`config.mk`:
```
export PLATFORM = sky130hd
export DESIGN_NAME = prog_clk_divider
export DESIGN_NICKNAME = d
export VERILOG_FILES = /design/src/rtl/prog_clk_divider.sv
export SDC_FILE = /design/constraint.sdc
export NUM_CORES = 1
export LEC_CHECK = 0
export CAP_MARGIN = 20
export CORE_MARGIN = 3
export CORE_UTILIZATION = 30
export CTS_CLUSTER_DIAMETER = 120
export DETAILED_ROUTE_END_ITERATION = 8
export PLACE_DENSITY = 0.56
export SLEW_MARGIN = 10
export SYNTH_ARGS = -nofsm -noshare
export SYNTH_HDL_FRONTEND = slang
export SYNTH_SLANG_ARGS = --single-unit
```
`constraint.sdc`:
```
create_clock -name clk -period 2.3 [get_ports clk]
set_input_delay 0.46 -clock clk [delete_from_list [all_inputs] [get_ports clk]]
set_output_delay 0.46 -clock clk [all_outputs]
set_load 0.05 [all_outputs]
```
`src/rtl/prog_clk_divider.sv`:
```
// Runtime-programmable integer clock divider with a 50%-duty output for odd and even ratios.
// Optional tick_o period-start pulse is enabled by defining PCD_TICK_OUT_EN.
module prog_clk_divider #(
    parameter int CNT_W     = 8,
    parameter int RATIO_RST = 5
) (
    input  logic             clk,
    input  logic             arstn,
    input  logic             en_i,
    input  logic [CNT_W-1:0] ratio_i,
    input  logic             ratio_wr,
    output logic             clk_out,
    output logic             running,
    output logic             upd_pend,
`ifdef PCD_TICK_OUT_EN
    output logic             ratio_err,
    output logic             tick_o
`else
    output logic             ratio_err
`endif
);

    typedef enum logic {IDLE, RUN} state_t;

    localparam logic [CNT_W-1:0] RST_RATIO = CNT_W'(RATIO_RST);
    localparam logic [CNT_W-1:0] ONE       = CNT_W'(1);
    localparam logic [CNT_W-1:0] TWO       = CNT_W'(2);
    localparam logic [CNT_W:0]   ONE_W     = (CNT_W+1)'(1);

    state_t           state_q, state_d;
    logic [CNT_W-1:0] cnt_q, cnt_d;
    logic [CNT_W-1:0] act_q, act_d;
    logic [CNT_W-1:0] pend_q, pend_d;
    logic             p_q, p_d;
    logic             n_q;
    logic             upd_pend_q, upd_pend_d;
    logic             ratio_err_q, ratio_err_d;

    logic [CNT_W:0]   hi_sum;
    logic [CNT_W:0]   hi;
    logic [CNT_W:0]   cnt_inc;
    logic             boundary;

    // hi is computed one bit wider so that act = 2^CNT_W-1 does not wrap
    assign hi_sum   = {1'b0, act_q} + ONE_W;
    assign hi       = hi_sum >> 1;
    assign cnt_inc  = {1'b0, cnt_q} + ONE_W;
    assign boundary = (cnt_q == (act_q - ONE));

    always_comb begin
        state_d     = state_q;
        cnt_d       = cnt_q;
        act_d       = act_q;
        pend_d      = pend_q;
        p_d         = p_q;
        upd_pend_d  = upd_pend_q;
        ratio_err_d = ratio_err_q;

        case (state_q)
            IDLE: begin
                cnt_d = '0;
                p_d   = 1'b0;
                if (en_i) begin
                    act_d      = pend_q;
                    upd_pend_d = 1'b0;
                    p_d        = 1'b1;
                    state_d    = RUN;
                end
            end
            RUN: begin
                if (!boundary) begin
                    cnt_d = cnt_inc[CNT_W-1:0];
                    p_d   = (cnt_inc < hi);
                end else if (en_i) begin
                    cnt_d      = '0;
                    act_d      = pend_q;
                    upd_pend_d = 1'b0;
                    p_d        = 1'b1;
                end else begin
                    cnt_d   = '0;
                    p_d     = 1'b0;
                    state_d = IDLE;
                end
            end
            default: state_d = IDLE;
        endcase

        // A write overrides the clear done by a period start in the same cycle
        if (ratio_wr) begin
            pend_d     = (ratio_i < TWO) ? TWO : ratio_i;
            upd_pend_d = 1'b1;
            if (ratio_i < TWO) begin
                ratio_err_d = 1'b1;
            end
        end
    end

    always_ff @(posedge clk or negedge arstn) begin
        if (!arstn) begin
            state_q     <= IDLE;
            cnt_q       <= '0;
            act_q       <= RST_RATIO;
            pend_q      <= RST_RATIO;
            p_q         <= 1'b0;
            upd_pend_q  <= 1'b0;
            ratio_err_q <= 1'b0;
        end else begin
            state_q     <= state_d;
            cnt_q       <= cnt_d;
            act_q       <= act_d;
            pend_q      <= pend_d;
            p_q         <= p_d;
            upd_pend_q  <= upd_pend_d;
            ratio_err_q <= ratio_err_d;
        end
    end

    // Half-cycle delayed copy used to trim odd-ratio high time
    always_ff @(negedge clk or negedge arstn) begin
        if (!arstn) begin
            n_q <= 1'b0;
        end else begin
            n_q <= p_q;
        end
    end

`ifdef PCD_TICK_OUT_EN
    logic tick_q, tick_d;

    // Only a period start leaves RUN with a zero count
    always_comb begin
        tick_d = (state_d == RUN) && (cnt_d == '0);
    end

    always_ff @(posedge clk or negedge arstn) begin
        if (!arstn) begin
            tick_q <= 1'b0;
        end else begin
            tick_q <= tick_d;
        end
    end

    assign tick_o = tick_q;
`endif

    assign clk_out   = act_q[0] ? (p_q & n_q) : p_q;
    assign running   = (state_q == RUN);
    assign upd_pend  = upd_pend_q;
    assign ratio_err = ratio_err_q;

endmodule

```
* Word level (Yosys, flattened, before mapping)
Index checks and enable logic that the tools add are counted.
Word-level totals: flip-flop bits (word level) 29, output and inout bits 4, memory bits (read-only) 0, memories kept 0, memory bits (writable) 0, logic and storage cells 35, input port bits 12, latch bits 0
Operators by class: $add $sub $neg 3, $mul 0, magnitude comparators 2, mux-type cells 16, div/mod/pow operators 0, reductions and logical operators 1, eq/ne operators 3, bitwise logic cells 2, shifts and indexed selects 0
Operators with widths (count):
- two-way mux 8 bit | 4
- one-hot mux 8 bit (2 select lines) | 2
- adder 8 x 1 -> 9 bit, second input constant | 2
- < comparator 9 x 8 -> 1 bit | 1
- equality test 8 bit | 1
- < comparator 8 x 2 -> 1 bit, second input constant | 1
- subtractor 8 x 1 -> 8 bit, second input constant | 1
- two-way mux 1 bit | 7
- one-hot mux 1 bit (2 select lines) | 3
- inequality test 3 x 2 -> 1 bit, second input constant | 1
- inequality test 2 x 1 -> 1 bit, second input constant | 1
- AND reduction 2 bit | 1
- AND 1 bit | 1
- inverter 1 bit | 1

* Logic depth before layout (Yosys ltp)
word-level depth 5, gate-level depth with buffers 10

==> impl_results.md <==
* Status: finished with violations
* Failing checks: negative setup slack
* Critical path buffers and inverters at 1
* Vias in the first global route at 1341
* Slowest library cell on the worst path: dfrtn_1
* Final #Nets at 231
* All-Layer GR Usage at 12.7%
* First DRT Iteration DRCs at 40
* Clock insertion delay at the later pin of the skew report at 280 ps
* Port Buffer Count at 15
* Avg WL per Cell at 13.5 um
* Synth Cell Area at 1730 um2
* Synth async-reset ratio at 100%
* Worst hold path type: reg -> reg
* Largest family of logic cells by synthesized area: simple AND/OR/NAND/NOR gates
* Syn_nets at 179
* CTS root buf: clkbuf_8
* TritonCTS buffer count at 5
* Die area at 6710 um2
* Hold-fix buffers, CTS at 0
* Largest net degree at the start of global routing at 29
* Crit path capture type: output port
* Vias per cell at 4.61
* Crit path largest cell delay at 320 ps
* Drt pass-1 iters at 4
* FF+latch count, synth at 29
* Critical path type: reg -> out
* Total number of H-tree levels at 2
* Site Rows at 27
* Cell area after layout at 2450 um2
* Core Footprint at 5540 um2
* Most frequent cell after synthesis: dfrtp_1
* Total number of vias at 1299
* Initial antenna violation count at 0
* Syn Area/Cell at 11.0 um2
* Die X-Extent at 81.9 um
* Total Wirelength at 3800 um
* Most frequent cells after synthesis: dfrtp_1, xor2_1, ha_1, nand3_1, nor2_1
* Clock transition at path regs at 70 ps
* Total gr overflow at 0
* YS warnings at 0
* CP arrival at 2110 ps
* Crit-path leading delay family: flip-flops
* Sequential element share of the synthesized area at 42.3%
* ANT nets after route at 0
* Least-Margin Pin Slew at 502 ps
* CTS tree: done
* Post-synthesis compound-gate area fraction at 6.95%
* Peak VDD IR at 0.361 mV
* Distinct cells, synth at 44
* Synth area leader: dfrtp_1
* Multiplexer share of the synthesized area at 11.4%
* Area contributors post-synth: dfrtp_1, ha_1, mux2_4
* Top_reg_cell synth: dfrtp_1
* Routability-driven placement congestion ratio at 0.813
* Post-synth EDFFs at 0
* R2r startpoint: act_q[0]
* Layout cells sized above 1 at 38.6%
* Critical Path Start: n_q
* P&R area growth vs syn at 41.9%
* CP max FO at 1
* HPWL after DPL at 2710 um
* Yosys top cell area share at 34.7%
* First-pass GRT wire length at 6310 um
* Startpoint types: flip-flop
* Starting Density at 31.2%
* Synth Area in Adders at 7.24%
* Count of final hold-check violations at 0
* Post-synthesis xor/xnor area fraction at 10.1%
* HP Start: ratio_err
* Antenna Cells at 0
* Max Cap Violations at 0
* # DRC at 0
* WHS at 469 ps
* Fin Clk Skew at 14.2 ps
* PwrDens at 455 nW/um2
* Simple-Gate Fraction of Synth Area at 19.0%
* CP required at 1840 ps
* Die Ht at 81.9 um
* Post-Synthesis Cells at 157
* Area post-placement at 2190 um2
* Final Max Slew Viols at 0
* Slew HR at 66.4%
* I/O Pins at 16
* Sink Count at 29
* Finish-stage setup viols at 6
* LEAKAGE at 1.09 nW
* CP Cell Sequence: o21a_2 -> buf_12
* Setup ws final at -274 ps
* RSZ-0062 raised after global routing: true
* Clock tree buffer depth at 2
[logic make-up (layout without fill, tap and decap cells)]
kind of cell,after synthesis,in the layout
flip-flops,29,29
AND/OR/NAND/NOR,56,57
XOR/XNOR,20,20
adder cells (fa/ha/maj),10,10
AO/OA/AOI/OAI,16,16
buffers and inverters,11,63
multiplexers,15,15
[worst register-to-register path: stages, from the launching register on]
cell and delay, ps:
dfstp_2 540, inv_1 70, buf_4 130, ha_1 200, nor3b_4 170, a21o_1 190
a31oi_4 140, a2bb2oi_2 180, buf_4 150, nand3_4 130, mux2_4 330
[registers in the layout (all words and copies together) (netlist names)]
register and flops:
cnt_q 8, upd_pend 1, n_q 1, ratio_err 1
p_q 1, running 1, pend_q 8, act_q 8
[metal layers]
layer	track usage [%]	wire [um]	vias up	part of all wire, %
met2	20.4	1870	20	49
met5	0	0	-	0
li1	-	-	661	-
met4	5.98	56	0	1.5
met3	3.07	118	4	3.1
met1	16.1	1760	614	46
[stage by stage]
| step | total power, mW | cells | util (%) | TNS, ps | setup WS (ps) |
|---|---|---|---|---|---|
| finish | 1.12 | 282 | 44.3 | -465 | -274 |
| global route | 1.17 | 282 | 44.3 | -1260 | -317 |
| CTS | 1.13 | 279 | 42.6 | -733 | -287 |
| detailed placement | 0.616 | 268 | 39.5 | -3080 | -273 |
| global placement | 0.616 | 268 | 39.5 | -2530 | -247 |
| floorplan | 0.574 | 157 | - | 0 | 10.3 |
[power breakdown]
part / internal (mW) / total [mW] / switching [mW]
Sequential: 0.529 / 0.538 / 0.00809
Combinational: 0.0355 / 0.0684 / 0.0330
Clock: 0.321 / 0.511 / 0.190
Total: 0.886 / 1.12 / 0.231
[area by class of cell]
cell class                      instances  area, um2
Inverter                                4       15.0
Timing Repair Buffer                   51        447
Tap cell                               72       90.1
Multi-Input combinational cell        118       1060
Clock buffer                            6       72.6
Sequential cell                        29        731
Clock inverter                          2       35.0
Fill cell                             537       3090
[layout by cell type (no fill, tap or decap), types with 7 or more instances in the layout]
| cell type | n |
|---|---|
| xor2_1 | 12 |
| nand2_1 | 7 |
| nor2_1 | 8 |
| mux2_4 | 8 |
| nand3_1 | 9 |
| buf_4 | 34 |
| xnor2_1 | 7 |
| dfrtp_1 | 24 |
| clkdlybuf4s50_1 | 14 |
| nor2b_1 | 7 |
| ha_1 | 8 |
[what timing repair did]
| action | 4_1_cts | 5_1_grt |
|---|---|---|
| buffers inserted | 2 | 3 |
| gates cloned | 1 | 0 |
| gates resized for setup | 6 | 13 |
| endpoints found under the setup margin | 20 | 20 |
| pin swaps | 4 | 9 |
[worst paths after layout]
path	to	slack, ps	depth (start not counted)
worst min register to register	ratio_err	470	1
max in group asynchronous	n_q	720	1
worst max-delay path	clk_out	-270	2
worst max register to register	act_q[4]	-40	10
worst min-delay path	ratio_err	470	1
min in group asynchronous	pend_q[1]	670	2
No activity file was read; power rests on OpenSTA's default activity.
==> RTL edit 1, RTL diff (same settings) <==
Build with the macro `PCD_TICK_OUT_EN` defined.
--- a/src/rtl/prog_clk_divider.sv
+++ b/src/rtl/prog_clk_divider.sv
@@ -1,5 +1,7 @@
 // Runtime-programmable integer clock divider with a 50%-duty output for odd and even ratios.
 // Optional tick_o period-start pulse is enabled by defining PCD_TICK_OUT_EN.
+`define PCD_TICK_OUT_EN
+
 module prog_clk_divider #(
     parameter int CNT_W     = 8,
     parameter int RATIO_RST = 5
New outputs: tick_o. Check against the original RTL: not checked (the comparison handles one clock edge and no latches or derived clocks); the edit may change what the design does.
==> RTL edit 1 against the original RTL <==
The run still ends with negative setup slack left. Sequential cell count rose by 1. Clock power rose by 5.9%. Synthesized area rose by 5.1%. Final area rose by 0.10%. Total power rose by 4.2%. Core utilization fell by 1.0 points. Global-route usage fell by 0.15 points. Wire length rose by 7.6%. Synthesized cell count rose by 12%. Worst setup slack improved by 0.0076 ns. Largest cell class unchanged. Count of clock-buffer cells in the layout rose by 1.
==> RTL edit 1: results (changes against the original RTL) <==
run_status:
  status: "finished with violations"
  failed_checks: "negative setup slack"
worst_setup_path:
  reg2reg_from: "act_q[1]"
  r2r-end: "act_q[1]"
  reg2regPathDepth: 9  # -1
logic_synthesis:
  syn_area_per_cell_um2: 10.33  # -6.2%
  synth_xor_area_share_pct: 10.60  # +0.47 points
  synth_mux_area_share_pct: 10.67  # -0.77 points
  synthTopCellsByArea: "dfrtp_1 (34%), ha_1 (6.9%), dfstp_2 (5.8%)"
  synth_nets: 198  # +11%
  ys_seq_area_share_pct: 41.57  # -0.69 points
  synth_compound_area_share_pct: 9.153  # +2.2 points
  synthAdderAreaFrac_pct: 6.882  # -0.35 points
global_routing:
  grt_max_degree: 30  # +3.4%
  grt_use_met1_pct: 17.05  # +0.99 points
  track_usage_pct: 12.59  # -0.15 points
pwr:
  p_total_uw: 1164  # +4.2%
  swShare_pct: 19.63  # -1.0 points
  p_leak_uw: 0.001085  # -0.37%
  p_comb_share_pct: 5.8  # -0.3 points
timing:
  fin_worst_skew_ns: 0.01055  # -0.003643 ns
  setup_viol: 7  # +1
  whs_ns: 0.4748  # +0.005658 ns
  tns_ns: -0.4972  # -0.03218 ns
  layout_setup_ws_ns: -0.2661  # +0.007580 ns
placement:
  io_buffers: 16  # +1
  dpl_cell_area_um2: 2247  # +2.6%
  dpl.hpwl_um: 3048  # +12%
  dp_slack_ns: -0.08784  # +0.1854 ns
  place_congestion: 0.7946  # -2.3%
  place_inst: 279  # +4.1%
routing:
  wl_met3_um: 160  # +36%
  wl_per_cell_um: 13.92  # +3.2%
  via_count: 1392  # +7.2%
  wl_met2_um: 1879  # +0.75%
  drt_wl_total_um: 4093  # +7.6%
  drt-initial-drc-count: 64  # +60%
final_layout:
  num-nets-final: 243  # +5.2%
  drive_gt1_share_pct: 33.33  # -5.2 points
worst_hold_path:
  hold_path.startpoint: "ratio_err"
[RTL edit 1: cell families (layout without fill, tap and decap cells)]
group	after synthesis	in the layout
adder cells (fa/ha/maj)	10	10
AO/OA/AOI/OAI	21	21
buffers and inverters	20	66
multiplexers	15	15
flip-flops	30	30
AND/OR/NAND/NOR	58	58
XOR/XNOR	22	22
[RTL edit 1: what timing repair did]
action	4_1_cts	5_1_grt
endpoints found under the setup margin	10	12
pin swaps	4	4
hold endpoints to repair	0	0
buffers inserted	2	5
cloned	1	0
gates resized for setup	8	5
[RTL edit 1: layout make-up]
type / count / area, um2
multi-input cells: 126 / 1013
well taps: 72 / 90.09
flip-flops and latches: 30 / 757.0
inverters: 7 / 26.28
repair buffers: 51 / 452.9
fillers: 563 / 3219
clock buffers: 7 / 86.33
clock inverters: 1 / 30.03
[RTL edit 1: critical path, cell delays in order, from the launching register on]
cell     delay (ns)
dfrtn_1        0.32
o21a_2         0.21
buf_12         0.14
==> RTL edit 2, RTL diff (same settings) <==
Without the edit above. Register the output `upd_pend` once more, cleared by the reset; this adds one clock of latency there. The other outputs are not delayed to match.
--- a/src/rtl/prog_clk_divider.sv
+++ b/src/rtl/prog_clk_divider.sv
@@ -145,7 +145,13 @@
 
     assign clk_out   = act_q[0] ? (p_q & n_q) : p_q;
     assign running   = (state_q == RUN);
-    assign upd_pend  = upd_pend_q;
+    always_ff @(posedge clk or negedge arstn) begin
+        if (!arstn) begin
+            upd_pend <= '0;
+        end else begin
+            upd_pend <= upd_pend_q;
+        end
+    end
     assign ratio_err = ratio_err_q;
 
 endmodule
Function: not checked (the comparison handles one clock edge and no latches or derived clocks); the edit may change what the design does.
==> RTL edit 2 against the original RTL <==
The flow still finishes with violations (negative setup slack). Register-to-register slack improved by 0.07 ns. Clock skew decreased by 0.0067 ns. Total power increased by 6.0%. Sequential cell count increased by 1. First-iteration DRC count unchanged. Wire length increased by 0.60%. Combinational power increased by 1%. Cell count decreased by 2.5%. Synthesized cell count increased by 0.64%. Synthesized area increased by 1.4%. Critical path type unchanged. Worst setup slack got worse by 0.0024 ns. Final area decreased by 1.8%.
==> RTL edit 2: results (changes against the original RTL) <==
timing:
  fin_worst_skew_ns: 0.007451  # -0.006747 ns
  setup_viol: 1  # -5
  layout_setup_ws_ns: -0.2761  # -0.002441 ns
  worstMarginPinSlew_ns: 0.4975  # -0.004293 ns
clocking:
  clock_tree.buffer_depth: 2  # unchanged
  cts_htree_levels: 2  # unchanged
  root_buffer: "clkbuf_8"
  cts_buffers: 5  # unchanged
  clk_latency_ns: 0.29
  clkTransAtPathRegs_ns: 0.06
final_layout:
  drive_gt1_share_pct: 37.44  # -1.1 points
  diodes: 0  # unchanged
  fillerInstances: 541  # +0.74%
  reg_top3: "act_q: 8 flops, cnt_q: 8 flops, pend_q: 8 flops"
  num-nets-final: 224  # -3.0%
routing:
  drt_wl_total_um: 3826  # +0.60%
  drt-initial-drc-count: 40  # unchanged
  via_per_inst: 4.742  # +2.9%
  firstDrtPassIters: 4  # unchanged
worst_setup_path:
  crit_arrival_ns: 2.12
  cpPeakStageDelay_ns: 0.32  # about the same
  cpLargestDelayFamily: "flip-flops"
  slowest_stage: "dfrtn_1"
  crit_fanout: 1  # unchanged
logic_synthesis:
  ys_async_sr_fraction_pct: 100.0  # unchanged
  ys_seq_area_share_pct: 43.08  # +0.82 points
  ys_warn_count: 0  # unchanged
  synthTopCellsByCount: "dfrtp_1 (25), xor2_1 (12), ha_1 (10), nand3_1 (10), nor2_1 (9)"
  synth_cell_types: 44  # unchanged
  synthTopCellsByArea: "dfrtp_1 (36%), ha_1 (7.1%), mux2_4 (6.8%)"
  synth_nets: 180  # +0.56%
  synth-main-ff-cell: "dfrtp_1"
pwr:
  swShare_pct: 20.98  # +0.31 points
  p_leak_uw: 0.001059  # -2.8%
  max-vdd-ir-drop_mv: 0.3140  # -13%
run_status:
  failed_checks: "negative setup slack"
  status: "finished with violations"
placement:
  io_buffers: 15  # unchanged
  dpl.hpwl_um: 2667  # -1.7%
  dpl_cell_area_um2: 2135  # -2.5%
  place_congestion: 0.7315  # -10%
global_routing:
  grt_pass1_vias: 1332  # -0.67%
  track_usage_pct: 12.96  # +0.22 points
  grt_pass1_wl_um: 6458  # +2.4%
  grt_max_degree: 30  # +3.4%
  antenna_found_initial: 0  # unchanged
worst_hold_path:
  min_path_type: "reg -> reg"
RTL edit 2: cell types whose count changed in the layout (fill, tap and decap cells not counted), sizes merged:
cell    delta
clkinv     -1
clkbuf     +1
buf        -8
dfrtp      +1
RTL edit 2: final timing paths:
kind / from / end / slack [ns] / cells past startpoint
hold / removal: upd_pend_q / upd_pend / 0.38 / 0
setup / recovery: n_q / clk_out / -0.28 / 2
setup reg to reg: act_q[0] / p_q / 0.03 / 9
hold reg to reg: upd_pend_q / upd_pend / 0.38 / 0
min in group asynchronous: arstn / p_q / 0.69 / 2
max in group asynchronous: arstn / n_q / 0.71 / 1
RTL edit 2: per-layer routing:
metal	vias up	wire (um)	global-route usage (%)
met5	-	0	0
met4	0	91	6.146
met3	9	125	3.254
met2	19	1794	19.71
met1	630	1815	17.14
li1	646	-	-
RTL edit 2: final cells by class:
type | count | area, um2 | area share, %
inverters | 4 | 20.02 | 0.8307
well taps | 72 | 90.09 | 3.738
clock buffers | 7 | 86.33 | 3.583
clock inverters | 1 | 30.03 | 1.246
multi-input cells | 118 | 1050 | 43.56
flip-flops and latches | 30 | 755.7 | 31.36
repair buffers | 43 | 377.9 | 15.68
RTL edit 2: cells by family (layout without fill, tap and decap cells):
| logic type | after synthesis | count (layout) | share of synthesized area (%) |
|---|---|---|---|
| flops | 30 | 30 | 43.08 |
| mux | 15 | 15 | 11.27 |
| fa+ha+maj | 10 | 10 | 7.133 |
| simple gates | 56 | 57 | 18.76 |
| xor+xnor | 20 | 20 | 9.986 |
| compound gates | 16 | 16 | 6.848 |
| buf+inv | 11 | 55 | 2.924 |
RTL edit 2: timing repair:
| item | 4_1_cts | 5_1_grt |
|---|---|---|
| buffers inserted | 4 | 2 |
| endpoints found under the setup margin | 20 | 16 |
| resized for setup | 11 | 13 |
| cloned | 1 | 0 |
| pin swaps | 5 | 12 |
RTL edit 2: power groups by stage:
stage / combinational [uW] / sequential [uW] / clock (uW)
6_report: 69.2 / 555 / 560
4_1_cts: 71.2 / 555 / 575
3_3_place_gp: 69.1 / 565 / 0
3_5_place_dp: 70.0 / 565 / 0
5_1_grt: 76.3 / 557 / 596
2_1_floorplan: 21.2 / 571 / 0
RTL edit 2: per-stage QoR:
stage / utilization, % / hold slack [ns] / setup TNS (ns) / worst slack (ns) / std cells
2_1_floorplan: - / 0.1644 / 0 / 0.01029 / 158
3_3_place_gp: 38.29 / 0.3625 / -1.801 / -0.2111 / 260
3_5_place_dp: 38.29 / 0.3653 / -1.953 / -0.2213 / 260
4_1_cts: 41.98 / 0.3898 / -0.3985 / -0.2884 / 273
5_1_grt: 43.23 / 0.4118 / -0.6586 / -0.3037 / 275
6_report: 43.23 / 0.3826 / -0.2761 / -0.2761 / 275
